--- config.mk ---
export PLATFORM = sky130hd
export DESIGN_NAME = trim_ctx_sequencer
export DESIGN_NICKNAME = d
export VERILOG_FILES = /design/src/rtl/trim_ctx_sequencer.sv
export SDC_FILE = /design/constraint.sdc
export NUM_CORES = 1
export LEC_CHECK = 0
export CAP_MARGIN = 40
export CORE_MARGIN = 1
export CORE_UTILIZATION = 45
export CTS_CLUSTER_DIAMETER = 80
export DETAILED_ROUTE_END_ITERATION = 12
export PLACE_DENSITY = 0.63
export SLEW_MARGIN = 20
export SYNTH_ARGS = -nofsm -noshare
export SYNTH_HDL_FRONTEND = slang
export SYNTH_SLANG_ARGS = --single-unit
export TNS_END_PERCENT = 10
--- constraint.sdc ---
create_clock -name aclk -period 20.9 [get_ports aclk]
set_clock_uncertainty 0.05 [all_clocks]
set_input_delay 4.18 -clock aclk [delete_from_list [all_inputs] [get_ports aclk]]
set_output_delay 4.18 -clock aclk [all_outputs]
set_load 0.02 [all_outputs]
--- src/rtl/trim_ctx_sequencer.sv ---
// Context sequencer for the trim stage: holds pending crop/scale contexts
// and applies them to the trim outputs at frame boundaries.
module trim_ctx_sequencer #(
   parameter int unsigned CTX_DEPTH = 2
) (
   input  logic        aclk,
   input  logic        aclk_reset,
   input  logic        aclk_grab_queue_en,
   input  logic        aclk_ctx_wr,
   input  logic [2:0]  aclk_ctx_pixel_width,
   input  logic        aclk_ctx_x_crop_en,
   input  logic [12:0] aclk_ctx_x_start,
   input  logic [12:0] aclk_ctx_x_size,
   input  logic [3:0]  aclk_ctx_x_scale,
   input  logic        aclk_ctx_x_reverse,
   input  logic        aclk_ctx_y_roi_en,
   input  logic [12:0] aclk_ctx_y_start,
   input  logic [12:0] aclk_ctx_y_size,
   input  logic        aclk_tvalid,
   input  logic        aclk_tready,
   input  logic [3:0]  aclk_tuser,
   output logic [2:0]  aclk_pixel_width,
   output logic        aclk_x_crop_en,
   output logic [12:0] aclk_x_start,
   output logic [12:0] aclk_x_size,
   output logic [3:0]  aclk_x_scale,
   output logic        aclk_x_reverse,
   output logic        aclk_y_roi_en,
   output logic [12:0] aclk_y_start,
   output logic [12:0] aclk_y_size,
   output logic [1:0]  aclk_load_context,
   output logic [2:0]  aclk_ctx_level,
   output logic        aclk_ctx_full,
   output logic        aclk_ctx_overflow,
   output logic        aclk_ctx_underrun,
   output logic        aclk_frame_active
);

   typedef enum logic [1:0] {S_IDLE, S_ARMED, S_FRAME} state_t;

   localparam logic [61:0] RESET_CTX = {3'd1, 59'd0};

   state_t      state, state_n;
   logic [61:0] wr_word, active, slot, apply_word;
   logic [61:0] mem [4];
   logic [1:0]  rd_ptr, wr_ptr;
   logic [2:0]  count;
   logic        slot_full, mode_r, applied;
   logic        beat, sof, eof, flush, q_full;
   logic        apply_q, apply_i, apply, push, overflow_now, fresh, frame_end;

   function automatic logic [1:0] ptr_inc(input logic [1:0] p);
      return (p == 2'(CTX_DEPTH - 1)) ? 2'd0 : p + 2'd1;
   endfunction

   assign wr_word = {aclk_ctx_pixel_width, aclk_ctx_x_crop_en, aclk_ctx_x_start,
                     aclk_ctx_x_size, aclk_ctx_x_scale, aclk_ctx_x_reverse,
                     aclk_ctx_y_roi_en, aclk_ctx_y_start, aclk_ctx_y_size};

   assign {aclk_pixel_width, aclk_x_crop_en, aclk_x_start, aclk_x_size, aclk_x_scale,
           aclk_x_reverse, aclk_y_roi_en, aclk_y_start, aclk_y_size} = active;

   assign aclk_ctx_level = mode_r ? count : {2'b00, slot_full};
   assign aclk_ctx_full  = (aclk_ctx_level == 3'(CTX_DEPTH));

   always_comb begin
      beat         = aclk_tvalid & aclk_tready;
      sof          = beat & aclk_tuser[0];
      eof          = beat & aclk_tuser[1];
      flush        = (aclk_grab_queue_en != mode_r);
      q_full       = (count == 3'(CTX_DEPTH));
      apply_q      = !flush && aclk_grab_queue_en && state == S_IDLE && count != 3'd0 && !sof;
      apply_i      = !flush && !aclk_grab_queue_en && state != S_FRAME && slot_full;
      apply        = apply_q | apply_i;
      apply_word   = aclk_grab_queue_en ? mem[rd_ptr] : slot;
      // A pop in the same cycle frees the slot the write needs
      push         = !flush && aclk_grab_queue_en && aclk_ctx_wr && (!q_full || apply_q);
      overflow_now = !flush && aclk_grab_queue_en && aclk_ctx_wr && q_full && !apply_q;
      fresh        = sof && state != S_FRAME &&
                     (state == S_ARMED || (!aclk_grab_queue_en && (applied || apply)));
      frame_end    = eof && (state == S_FRAME || sof);

      state_n = state;
      case (state)
         S_IDLE:  if (sof) state_n = eof ? S_IDLE : S_FRAME;
                  else if (apply_q) state_n = S_ARMED;
         S_ARMED: if (sof) state_n = eof ? S_IDLE : S_FRAME;
         S_FRAME: if (eof) state_n = S_IDLE;
         default: state_n = S_IDLE;
      endcase
   end

   always_ff @(posedge aclk) begin
      mode_r <= aclk_grab_queue_en;
      if (aclk_reset) begin
         state             <= S_IDLE;
         count             <= '0;
         rd_ptr            <= '0;
         wr_ptr            <= '0;
         slot_full         <= 1'b0;
         applied           <= 1'b0;
         active            <= RESET_CTX;
         aclk_load_context <= '0;
         aclk_ctx_overflow <= 1'b0;
         aclk_ctx_underrun <= 1'b0;
         aclk_frame_active <= 1'b0;
      end else begin
         state             <= state_n;
         aclk_frame_active <= (state_n == S_FRAME);
         aclk_load_context <= {fresh, apply};
         aclk_ctx_overflow <= overflow_now;
         aclk_ctx_underrun <= aclk_grab_queue_en && state == S_IDLE && sof;
         applied           <= (applied | apply) & ~frame_end;
         if (apply) active <= apply_word;

         if (flush) begin
            count     <= '0;
            rd_ptr    <= '0;
            wr_ptr    <= '0;
            slot_full <= 1'b0;
         end else begin
            if (push) begin
               mem[wr_ptr] <= wr_word;
               wr_ptr      <= ptr_inc(wr_ptr);
            end
            if (apply_q) rd_ptr <= ptr_inc(rd_ptr);
            count <= count + 3'(push) - 3'(apply_q);
            if (!aclk_grab_queue_en) begin
               if (aclk_ctx_wr) begin
                  slot      <= wr_word;
                  slot_full <= 1'b1;
               end else if (apply_i) begin
                  slot_full <= 1'b0;
               end
            end
         end
      end
   end

endmodule

==> results.md <==
- The final count of pins violating max slew came to 0.
- The die height is 182.3 um.
- The worst setup path is of the in -> reg kind.
- Across the run, the number of max-cap violations was 0.
- Once detailed placement completed, the half-perimeter wirelength came to 16270 um.
- After synthesis the cells add up to 14620 um^2.
- The number of buffers and inverters on the critical path is 2.
- The site row count is 65.
- The routed design has 29600 um of wire.
- The actual transition at the worst max-transition pin is 0.7650 ns.
- The global routing usage summed across all routing layers is 18.22%.
- The post-route netlist has 16.35% of its cells at a drive strength greater than 1.
- The core area is 31800 um^2.
- The number of antenna diodes is 0.
- The number of remaining DRC errors is 0.
- The later pin in the worst-skew pair is clocked with a latency of 0.52 ns.
- The I/O pin count is 143.
- The share of synthesized area occupied by flip-flops and latches is 74.76%.
- The min-delay analysis places its worst path in the category reg -> reg.
- In the final routed layout, each cell accounts on average for 21.50 um.
- The number of DRC markers after the initial detailed-route iteration is 619.
- The delay of the slowest cell on the worst path is 0.73 ns.
- The final antenna-violating net count is 0.
- The number of warnings printed during yosys synthesis is 0.
- The number of nets in the synthesized netlist is 845.
- The achievable frequency is 0.1489 GHz.
- Summing over every cut layer, the via total after detailed routing is 7574.
- For the worst setup path, the data arrival time is 7.07 ns.
- TritonCTS built the clock tree.
- In this run the biggest area consumer among cell types represents 63.67% of the synthesized area.
- The pre-antenna-repair detailed-routing pass consisted of 5 iterations.
- The die area is 33220 um^2.
- In this run, synthesis inferred 310 flip-flops with an integrated enable.
- The via count of the first global-routing pass is 7783.
- The maximum count of clock buffers along a single path is 3.
- The sequential cells in the finished layout cover a total of 10940 um^2.
- TritonCTS created 41 clock buffers.
- IR analysis of the VDD net gives a maximum drop of 0.07936 mV.
- The initial antenna violation count is 2.
- The fraction of synthesis flops using an asynchronous set or reset pin is 0%.
- The count of mapped cells out of synthesis is 769.
- By count the netlist is led by 310 x edfxtp_1, 81 x dfxtp_1, 63 x mux2i_1.
- After clock tree synthesis, the setup repair step added 0 buffers.
- The share of the clock period used by the worst path after layout is 32.13%.
- After clock tree synthesis, the clock-pin slew on the worst setup and hold paths is 0.06 ns.
- The clock root buffer master is clkbuf_16.
- The family of cells with the greatest summed delay on the critical path is buffers and inverters.
- Once the floorplan was initialized, standard cells occupied 45.98% of the core.
- The first global-routing pass estimated 46000 um of wire.
- The slowest stage of the critical path belongs to the cell buf_4.
- The number of failing hold endpoints at the final stage is 0.
- At the end of the flow, the number of nets in the layout was 988.
- The flow ran to the end, and the final reports show no timing, DRC or antenna violations.
- The worst setup path is captured at a flip-flop.
- Global routing finished with a remaining overflow of 0.
- The critical path goes through buf_4 -> ha_1 -> nor3b_2 -> and3_4 -> buf_4 -> o21ai_0 -> o311a_1.
- The placed instances occupy a cell area of 16510 um^2.
- The count of fill cells added during filler insertion is 2479.
- CTS saw 391 sinks.
- Overall power consumption after layout is estimated at 1.611 mW.
- The finished cells cover 17850 um^2.
- The data required time of the worst path is 21.25 ns.
- The die width is 182.3 um.
- The netlist uses 40 different library cells.
- Setup repair after global routing left no endpoint under its margin.
- In the routed layout, each cell is associated on average with a via count of 5.500.
- In the synthesized netlist the dominant register cell turns out to be edfxtp_1.
- By area the synthesized netlist is led by edfxtp_1 64%, dfxtp_1 11%, mux4_2 9.6%.
- The most repeated library cell on the critical path is buf_4.
- The H-tree generated during clock tree synthesis spans 2 levels.
- Of all cell types, the one taking the most synthesized area is edfxtp_1.
- Entering global routing, the biggest net connects 75 pins.
- The count of buffers added on input and output ports is 140.
- The synthesized design contains 391 register bits.
- Yosys instantiated no cell more often than edfxtp_1.
- Along the worst path, the maximum fanout reaches 71.
- The worst setup path is launched from an input port.
- A synthesized cell averages 19.01 um^2.
- Adding up every negative setup slack in the final design gives 0 ns.
- The total of hold buffers inserted after clock tree synthesis is 0.
- Summing all multi-input logic gate instances after layout gives 3425 um^2.
- The routability congestion estimate is 0.7170.
- The total power density per cell area is 90.26 nW/um^2.
- From synthesis to final layout, the design area changed by 22.08%.
- Once the clock tree was built, the resizer swapped 0 gates to a different size.
- The clock period could shrink to 6.715 ns.
- The final setup violation count is 0.
- The static leakage is 6.079 nW.
- Measured against its own limit, the worst slew margin works out to 49.00%.
[cells by family after synthesis]
group | share of synthesized area, %
DFF | 74.76
AOI/OAI and AO/OA | 6.992
muxes | 13.94
buffers and inverters | 2.037
and+or+nand+nor | 1.694
adders and majority gates | 0.3937
xor gates and xnor gates | 0.1798
[final timing paths]
path | slack [ns] | to | cells after the start | from
worst max register to register | 17.85 | active[16]$_SDFFE_PP0P_ | 6 | mode_r$_DFF_P_
worst max-delay path | 14.18 | active[16]$_SDFFE_PP0P_ | 7 | aclk_grab_queue_en
worst min register to register | 0.39 | flip-flop | 2 | rd_ptr[1]$_SDFFE_PP0P_
worst min-delay path | 0.39 | flip-flop | 2 | rd_ptr[1]$_SDFFE_PP0P_
[flip-flops by register name (all words and copies together) (netlist names), 2 cells and up, named ones only]
register and cells:
wr_ptr 2, aclk_load_context 2, count 3, mem 248
state 2, rd_ptr 2, active 62, slot 62
[tightest hold or removal path, delay by kind of cell, from the launching register on]
family           cells  cell delay (ns)
AO/OA/AOI/OAI        1             0.04
flip-flops           1             0.29
AND/OR/NAND/NOR      1             0.07
[per-stage QoR]
| stage | cells | util, % | hold slack, ns | setup slack (ns) |
|---|---|---|---|---|
| after floorplan | 769 | - | 0.3715 | 8.890 |
| after global placement | 1298 | 51.63 | 0.3810 | 13.23 |
| after detailed placement | 1302 | 51.93 | 0.3836 | 13.65 |
| after CTS | 1375 | 55.98 | 0.3947 | 14.18 |
| after global routing | 1377 | 56.13 | 0.4307 | 13.98 |
| final | 1377 | 56.13 | 0.3942 | 14.18 |
[layout by cell type (no fill, tap or decap), types with 3 or more instances in the layout]
| cell | netlist | routed |
|---|---|---|
| buf_12 | 0 | 3 |
| o311a_1 | 61 | 61 |
| buf_16 | 0 | 3 |
| o21ai_0 | 50 | 50 |
| clkdlybuf4s50_1 | 0 | 139 |
| mux4_2 | 62 | 62 |
| bufinv_16 | 0 | 3 |
| clkbuf_8 | 0 | 4 |
| buf_4 | 0 | 12 |
| clkinv_1 | 0 | 4 |
| clkbuf_16 | 0 | 41 |
| a21oi_1 | 5 | 5 |
| and3_4 | 0 | 3 |
| edfxtp_1 | 310 | 310 |
| xnor2_1 | 3 | 3 |
| ha_1 | 3 | 3 |
| mux2i_1 | 63 | 63 |
| nand3_1 | 4 | 4 |
| clkbuf_1 | 33 | 9 |
| clkinv_2 | 0 | 10 |
| inv_1 | 8 | 7 |
| o21ai_1 | 11 | 11 |
| nand2_1 | 4 | 4 |
| dfxtp_1 | 81 | 79 |
| nor2_1 | 14 | 14 |
[report_power, final]
group | total, mW | internal, mW | switching [mW] | leakage [nW]
logic | 0.0642 | 0.0313 | 0.0329 | 1.99
clock network | 0.696 | 0.412 | 0.283 | 0.641
registers | 0.851 | 0.847 | 0.00391 | 3.45
[cell type report]
type,instances,share of cell area [%]
flip-flops and latches,391,61.28
well taps,435,3.049
multi-input cells,313,19.19
clock buffers,54,6.246
clock inverters,19,0.9674
repair buffers,157,9.099
inverters,8,0.1682
[per-layer routing]
| layer | vias to the layer above | share of wire [%] | routed length (um) | global-route usage, % |
|---|---|---|---|---|
| li1 | 3469 | - | - | - |
| met1 | 3859 | 45 | 13440 | 25.53 |
| met2 | 189 | 47 | 14030 | 29.20 |
| met3 | 53 | 5.1 | 1521 | 3.752 |
| met4 | 4 | 2.0 | 578 | 4.739 |
| met5 | - | 0.098 | 29 | 0 |
No activity file was read; power rests on OpenSTA's default activity.
